$ cat config.mk
export PLATFORM = sky130hd
export DESIGN_NAME = uart_tx_cfg
export DESIGN_NICKNAME = d
export VERILOG_FILES = /design/src/rtl/uart_pkg.sv /design/src/rtl/uart_baud_tick.sv /design/src/rtl/uart_tx_cfg.sv
export SDC_FILE = /design/constraint.sdc
export NUM_CORES = 1
export LEC_CHECK = 0
export BUFFER_PORTS_ARGS = -buffer_cell sky130_fd_sc_hd__buf_2
export CAP_MARGIN = 25
export CORE_MARGIN = 4
export CORE_UTILIZATION = 40
export CTS_CLUSTER_DIAMETER = 200
export DETAILED_ROUTE_END_ITERATION = 10
export GPL_ROUTABILITY_DRIVEN = 0
export GPL_TIMING_DRIVEN = 0
export PLACE_DENSITY = 0.64
export SLEW_MARGIN = 5
export SYNTH_ARGS = -nofsm -noshare
export SYNTH_HDL_FRONTEND = slang
export SYNTH_SLANG_ARGS = --single-unit
$ cat constraint.sdc
create_clock -name clk -period 2.5 [get_ports clk]
set_clock_uncertainty 0.2 [all_clocks]
set_input_delay 0.25 -clock clk [delete_from_list [all_inputs] [get_ports clk]]
set_output_delay 0.25 -clock clk [all_outputs]
set_load 0.01 [all_outputs]
$ cat src/rtl/uart_pkg.sv
// Shared UART definitions: parity mode codes and transmitter state encoding,
// common to the configurable transmitter and the future receiver.
package uart_pkg;

  localparam logic [1:0] PAR_NONE = 2'd0;
  localparam logic [1:0] PAR_EVEN = 2'd1;
  localparam logic [1:0] PAR_ODD  = 2'd2;

  typedef enum logic [2:0] {
    ST_IDLE,
    ST_START,
    ST_DATA,
    ST_PARITY,
    ST_STOP
  } tx_state_t;

  // Mode 3 is reserved and behaves as no parity.
  function automatic logic parity_enabled(input logic [1:0] mode);
    return (mode == PAR_EVEN) || (mode == PAR_ODD);
  endfunction

endpackage

$ cat src/rtl/uart_baud_tick.sv
// Baud-rate divider: one-clock tick every DIV clocks, restartable with a
// synchronous clear so each frame starts on a fresh bit period.
module uart_baud_tick #(
  parameter int DIV = 10
) (
  input  logic clk,
  input  logic reset,
  input  logic clr,
  output logic tick
);

  localparam int CW = (DIV > 1) ? $clog2(DIV) : 1;
  localparam logic [CW-1:0] LAST = CW'(DIV - 1);

  logic [CW-1:0] count_reg;

  always_ff @(posedge clk or posedge reset) begin
    if (reset) begin
      count_reg <= '0;
    end else if (clr || (count_reg == LAST)) begin
      count_reg <= '0;
    end else begin
      count_reg <= count_reg + CW'(1);
    end
  end

  assign tick = (count_reg == LAST);

endmodule

$ cat src/rtl/uart_tx_cfg.sv
// Configurable UART transmitter: DATA_W data bits LSB first, optional even/odd
// parity and one or two stop bits, all chosen per frame when start is accepted.
module uart_tx_cfg
  import uart_pkg::*;
#(
  parameter int CLK_HZ = 100_000_000,
  parameter int BAUD   = 9600,
  parameter int DATA_W = 8
) (
  input  logic              clk,
  input  logic              reset,
  input  logic              start,
  input  logic [DATA_W-1:0] tx_data,
  input  logic [1:0]        parity_mode,
  input  logic              stop2,
  output logic              tx,
  output logic              busy,
  output logic              tx_done
);

  localparam int DIV = CLK_HZ / BAUD;
  localparam int BW  = $clog2(DATA_W);
  localparam logic [BW-1:0] LAST_BIT = BW'(DATA_W - 1);

  tx_state_t         state_reg, state_next;
  logic [DATA_W-1:0] shift_reg, shift_next;
  logic [BW-1:0]     bit_cnt_reg, bit_cnt_next;
  logic              par_en_reg, par_en_next;
  logic              par_bit_reg, par_bit_next;
  logic              stop2_reg, stop2_next;
  logic              accept;
  logic              tick;
  logic              line;
  logic              tx_reg, busy_reg, tx_done_reg;

  uart_baud_tick #(.DIV(DIV)) u_baud (
    .clk   (clk),
    .reset (reset),
    .clr   (accept),
    .tick  (tick)
  );

  always_ff @(posedge clk or posedge reset) begin
    if (reset) begin
      state_reg   <= ST_IDLE;
      shift_reg   <= '0;
      bit_cnt_reg <= '0;
      par_en_reg  <= 1'b0;
      par_bit_reg <= 1'b0;
      stop2_reg   <= 1'b0;
    end else begin
      state_reg   <= state_next;
      shift_reg   <= shift_next;
      bit_cnt_reg <= bit_cnt_next;
      par_en_reg  <= par_en_next;
      par_bit_reg <= par_bit_next;
      stop2_reg   <= stop2_next;
    end
  end

  always_comb begin
    state_next   = state_reg;
    shift_next   = shift_reg;
    bit_cnt_next = bit_cnt_reg;
    par_en_next  = par_en_reg;
    par_bit_next = par_bit_reg;
    stop2_next   = stop2_reg;
    accept       = 1'b0;
    line         = 1'b1;
    case (state_reg)
      ST_IDLE: begin
        if (start) begin
          accept       = 1'b1;
          state_next   = ST_START;
          shift_next   = tx_data;
          bit_cnt_next = '0;
          par_en_next  = parity_enabled(parity_mode);
          par_bit_next = (parity_mode == PAR_ODD) ? ~^tx_data : ^tx_data;
          stop2_next   = stop2;
        end
      end
      ST_START: begin
        line = 1'b0;
        if (tick) begin
          state_next   = ST_DATA;
          bit_cnt_next = '0;
        end
      end
      ST_DATA: begin
        line = shift_reg[0];
        if (tick) begin
          shift_next = shift_reg >> 1;
          if (bit_cnt_reg == LAST_BIT) begin
            state_next   = par_en_reg ? ST_PARITY : ST_STOP;
            bit_cnt_next = '0;
          end else begin
            bit_cnt_next = bit_cnt_reg + BW'(1);
          end
        end
      end
      ST_PARITY: begin
        line = par_bit_reg;
        if (tick) begin
          state_next   = ST_STOP;
          bit_cnt_next = '0;
        end
      end
      ST_STOP: begin
        // bit_cnt_reg counts completed stop bits when two are requested
        if (tick) begin
          if (!stop2_reg || (bit_cnt_reg != '0)) begin
            state_next = ST_IDLE;
          end else begin
            bit_cnt_next = BW'(1);
          end
        end
      end
      default: state_next = ST_IDLE;
    endcase
  end

  // Outputs trail the state register by one clock; tx_done marks the first
  // output cycle after busy drops.
  always_ff @(posedge clk or posedge reset) begin
    if (reset) begin
      tx_reg      <= 1'b1;
      busy_reg    <= 1'b0;
      tx_done_reg <= 1'b0;
    end else begin
      tx_reg      <= line;
      busy_reg    <= (state_reg != ST_IDLE);
      tx_done_reg <= busy_reg && (state_reg == ST_IDLE);
    end
  end

  assign tx      = tx_reg;
  assign busy    = busy_reg;
  assign tx_done = tx_done_reg;

endmodule

==> impl_metrics.json <==
{
  "tritoncts": "done",
  "crit_path_max_fanout": 10,
  "setup_slack_ns": 0.183,
  "ys_top_cells_by_area": "dfrtp_1 47%, xnor2_1 6.5%, mux2i_1 5.7%",
  "grt_max_degree": 35,
  "place_area_um2": 1900,
  "area_growth_pct": 14.5,
  "overflow": 0,
  "htreeDepth": 2,
  "setup_tns_ns": 0,
  "grt_pass1_wl_um": 5610,
  "die_h_um": 74.3,
  "rsz0062_at_grt": "false",
  "clkSlewWorstSetupHoldPaths_ns": 0.07,
  "finalPower_uw": 1330,
  "drive_gt1_share_pct": 18.6,
  "dp.cells": 240,
  "ir_drop_uv": 291,
  "dp.final_hpwl_um": 2170,
  "yosysWarningCount": 0,
  "p_sw_uw": 369,
  "n_antenna_cell": 0,
  "yosysSeqAreaShare_pct": 48.5,
  "setup_viol": 0,
  "gr-usage-all-layers_pct": 13.6,
  "synth.ff_latch_count": 34,
  "hold_class": "in2reg",
  "num_vias": 1254,
  "p_leak_uw": 0.000904,
  "initial_core_util_pct": 42.7,
  "drv_cap": 0,
  "ctsLongestPathBuffers": 2,
  "drv_slew": 0,
  "num-nets-final": 219,
  "wire_per_inst_um": 12.5,
  "vias_per_cell": 5.04,
  "post-place-ws_ns": 0.178,
  "largest_reg_flops": 14,
  "cp.required_ns": 2.46,
  "fin_cells": 249,
  "drtPass1Iterations": 4,
  "synth_edf_count": 0,
  "switching_share_pct": 27.8,
  "fp.dieW_um": 74.3,
  "synth_cells": 174,
  "synth_top_area_share_pct": 47.0,
  "cts_root_buf": "clkbuf_8",
  "grt_pass1_vias": 1264,
  "max_freq_mhz": 432,
  "synth_top_flop_cell": "dfrtp_1",
  "layout_common_cells": "33 x dfrtp_1, 18 x buf_2, 18 x nand2_1, 16 x nor2_1, 13 x xnor2_1",
  "clockPowerShare_pct": 29.9,
  "power_density_nw_per_um2": 660,
  "crit_arrival_ns": 2.27,
  "fp-row-count": 23,
  "core_area_um2": 4120,
  "routed_wl_um": 3100,
  "numPortBuffers": 16,
  "cp-end-kind": "register",
  "cts_resized": 0,
  "clk_latency_ns": 0.28,
  "post_cts_buffers": 0,
  "mostFrequentLayoutCell": "dfrtp_1",
  "avgSynthCellArea_um2": 10.1,
  "tightest_slew_ns": 0.725,
  "hold_viol_final": 0,
  "postRouteAntennaNets": 0,
  "p_seq_share_pct": 53.6,
  "async_reset_ff_share_pct": 100,
  "antenna_found_initial": 0,
  "finalCritPeriodShare_pct": 92.7,
  "synth_cell_types": 36,
  "cts_sinks": 34,
  "initialDrtViolationCount": 59,
  "critPathKind": "reg2reg",
  "numCtsBuffers": 5,
  "post-route-drc-count": 0,
  "stdcell_area_um2": 2010,
  "slew_headroom_pct": 51.6,
  "syn_area_um2": 1760,
  "yosys.area.top_type": "dfrtp_1",
  "p_int_uw": 959,
  "syn_nets": 193,
  "ios": 17,
  "fin_crit_ns": 2.32,
  "start_kind": "register",
  "pwr-share-comb_pct": 16.4,
  "fp.dieArea_um2": 5520,
  "status": "finished clean"
}
-- Yosys cell counts, types with 4 or more instances --
cell	count
dfrtp_1	33
nand2_1	18
nor2_1	16
xnor2_1	13
inv_1	11
mux2i_1	10
nand3_1	8
o21ai_0	8
xor2_1	8
o21ai_1	6
ha_1	5
nor3_1	4
-- per-layer routing --
layer,global-route usage (%),share of wire [%]
met1,16.8,47
met2,21.2,46
met3,5.41,5.2
met4,5.93,1.8
met5,0,0
-- path summary, 6_finish.rpt --
kind,endpoint,startpoint,slack [ns],cells past startpoint
min in group asynchronous,u_baud.count_reg[0]$_DFF_PP0_,reset,0.43,3
max in group asynchronous,state_reg[0]$_DFFE_PP0P_,reset,1.20,3
worst min register to register,tx_done$_DFF_PP0_,busy$_DFF_PP0_,0.27,1
worst min-delay path,shift_reg[7]$_DFFE_PP0P_,tx_data[7],0.05,3
worst max register to register,shift_reg[5]$_DFFE_PP0P_,u_baud.count_reg[0]$_DFF_PP0_,0.18,7
worst max-delay path,shift_reg[5]$_DFFE_PP0P_,u_baud.count_reg[0]$_DFF_PP0_,0.18,7
-- final cells by class --
class / count / area, um2
Fill cell: 393 / 2100
Sequential cell: 34 / 852
Inverter: 11 / 41.3
Clock buffer: 6 / 82.6
Tap cell: 50 / 62.6
Multi-Input combinational cell: 124 / 831
Timing Repair Buffer: 19 / 110
Buffer: 5 / 32.5
-- cells by family after synthesis --
kind of cell	after synthesis	synth area share (%)
adders and majority gates	5	3.56
AOI/OAI and AO/OA	26	9.40
muxes	11	6.34
xor gates and xnor gates	21	10.5
DFF	34	48.5
buffers and inverters	16	4.20
and+or+nand+nor	61	17.5
-- stage by stage --
stage	hold WS (ns)	util, %
4_1_cts	0.0322	48.9
5_1_grt	0.0399	48.9
3_3_place_gp	0.255	46.2
3_5_place_dp	0.228	46.2
6_report	0.0455	48.9
2_1_floorplan	0.132	-
-- worst max-delay path: stages, from the launching register on --
cell and delay (ns):
dfrtp_1 0.39, ha_1 0.22, nand4_1 0.22, nor4_4 0.60, a21boi_2 0.23, buf_6 0.20, nand2_1 0.07, o21ai_1 0.06
-- power by group through the flow --
stage	Combinational, uW	Sequential, uW	Clock, uW
floorplan	182	704	0
global placement	215	720	0
detailed placement	220	723	0
CTS	225	713	413
global route	250	727	442
finish	218	712	397
-- timing repair --
item / CTS / global route
endpoints found under the setup margin: 0 / 3
hold buffers: 3 / 0
endpoints found under the hold margin: 35 / 0
(Power assumes the default switching activity.)
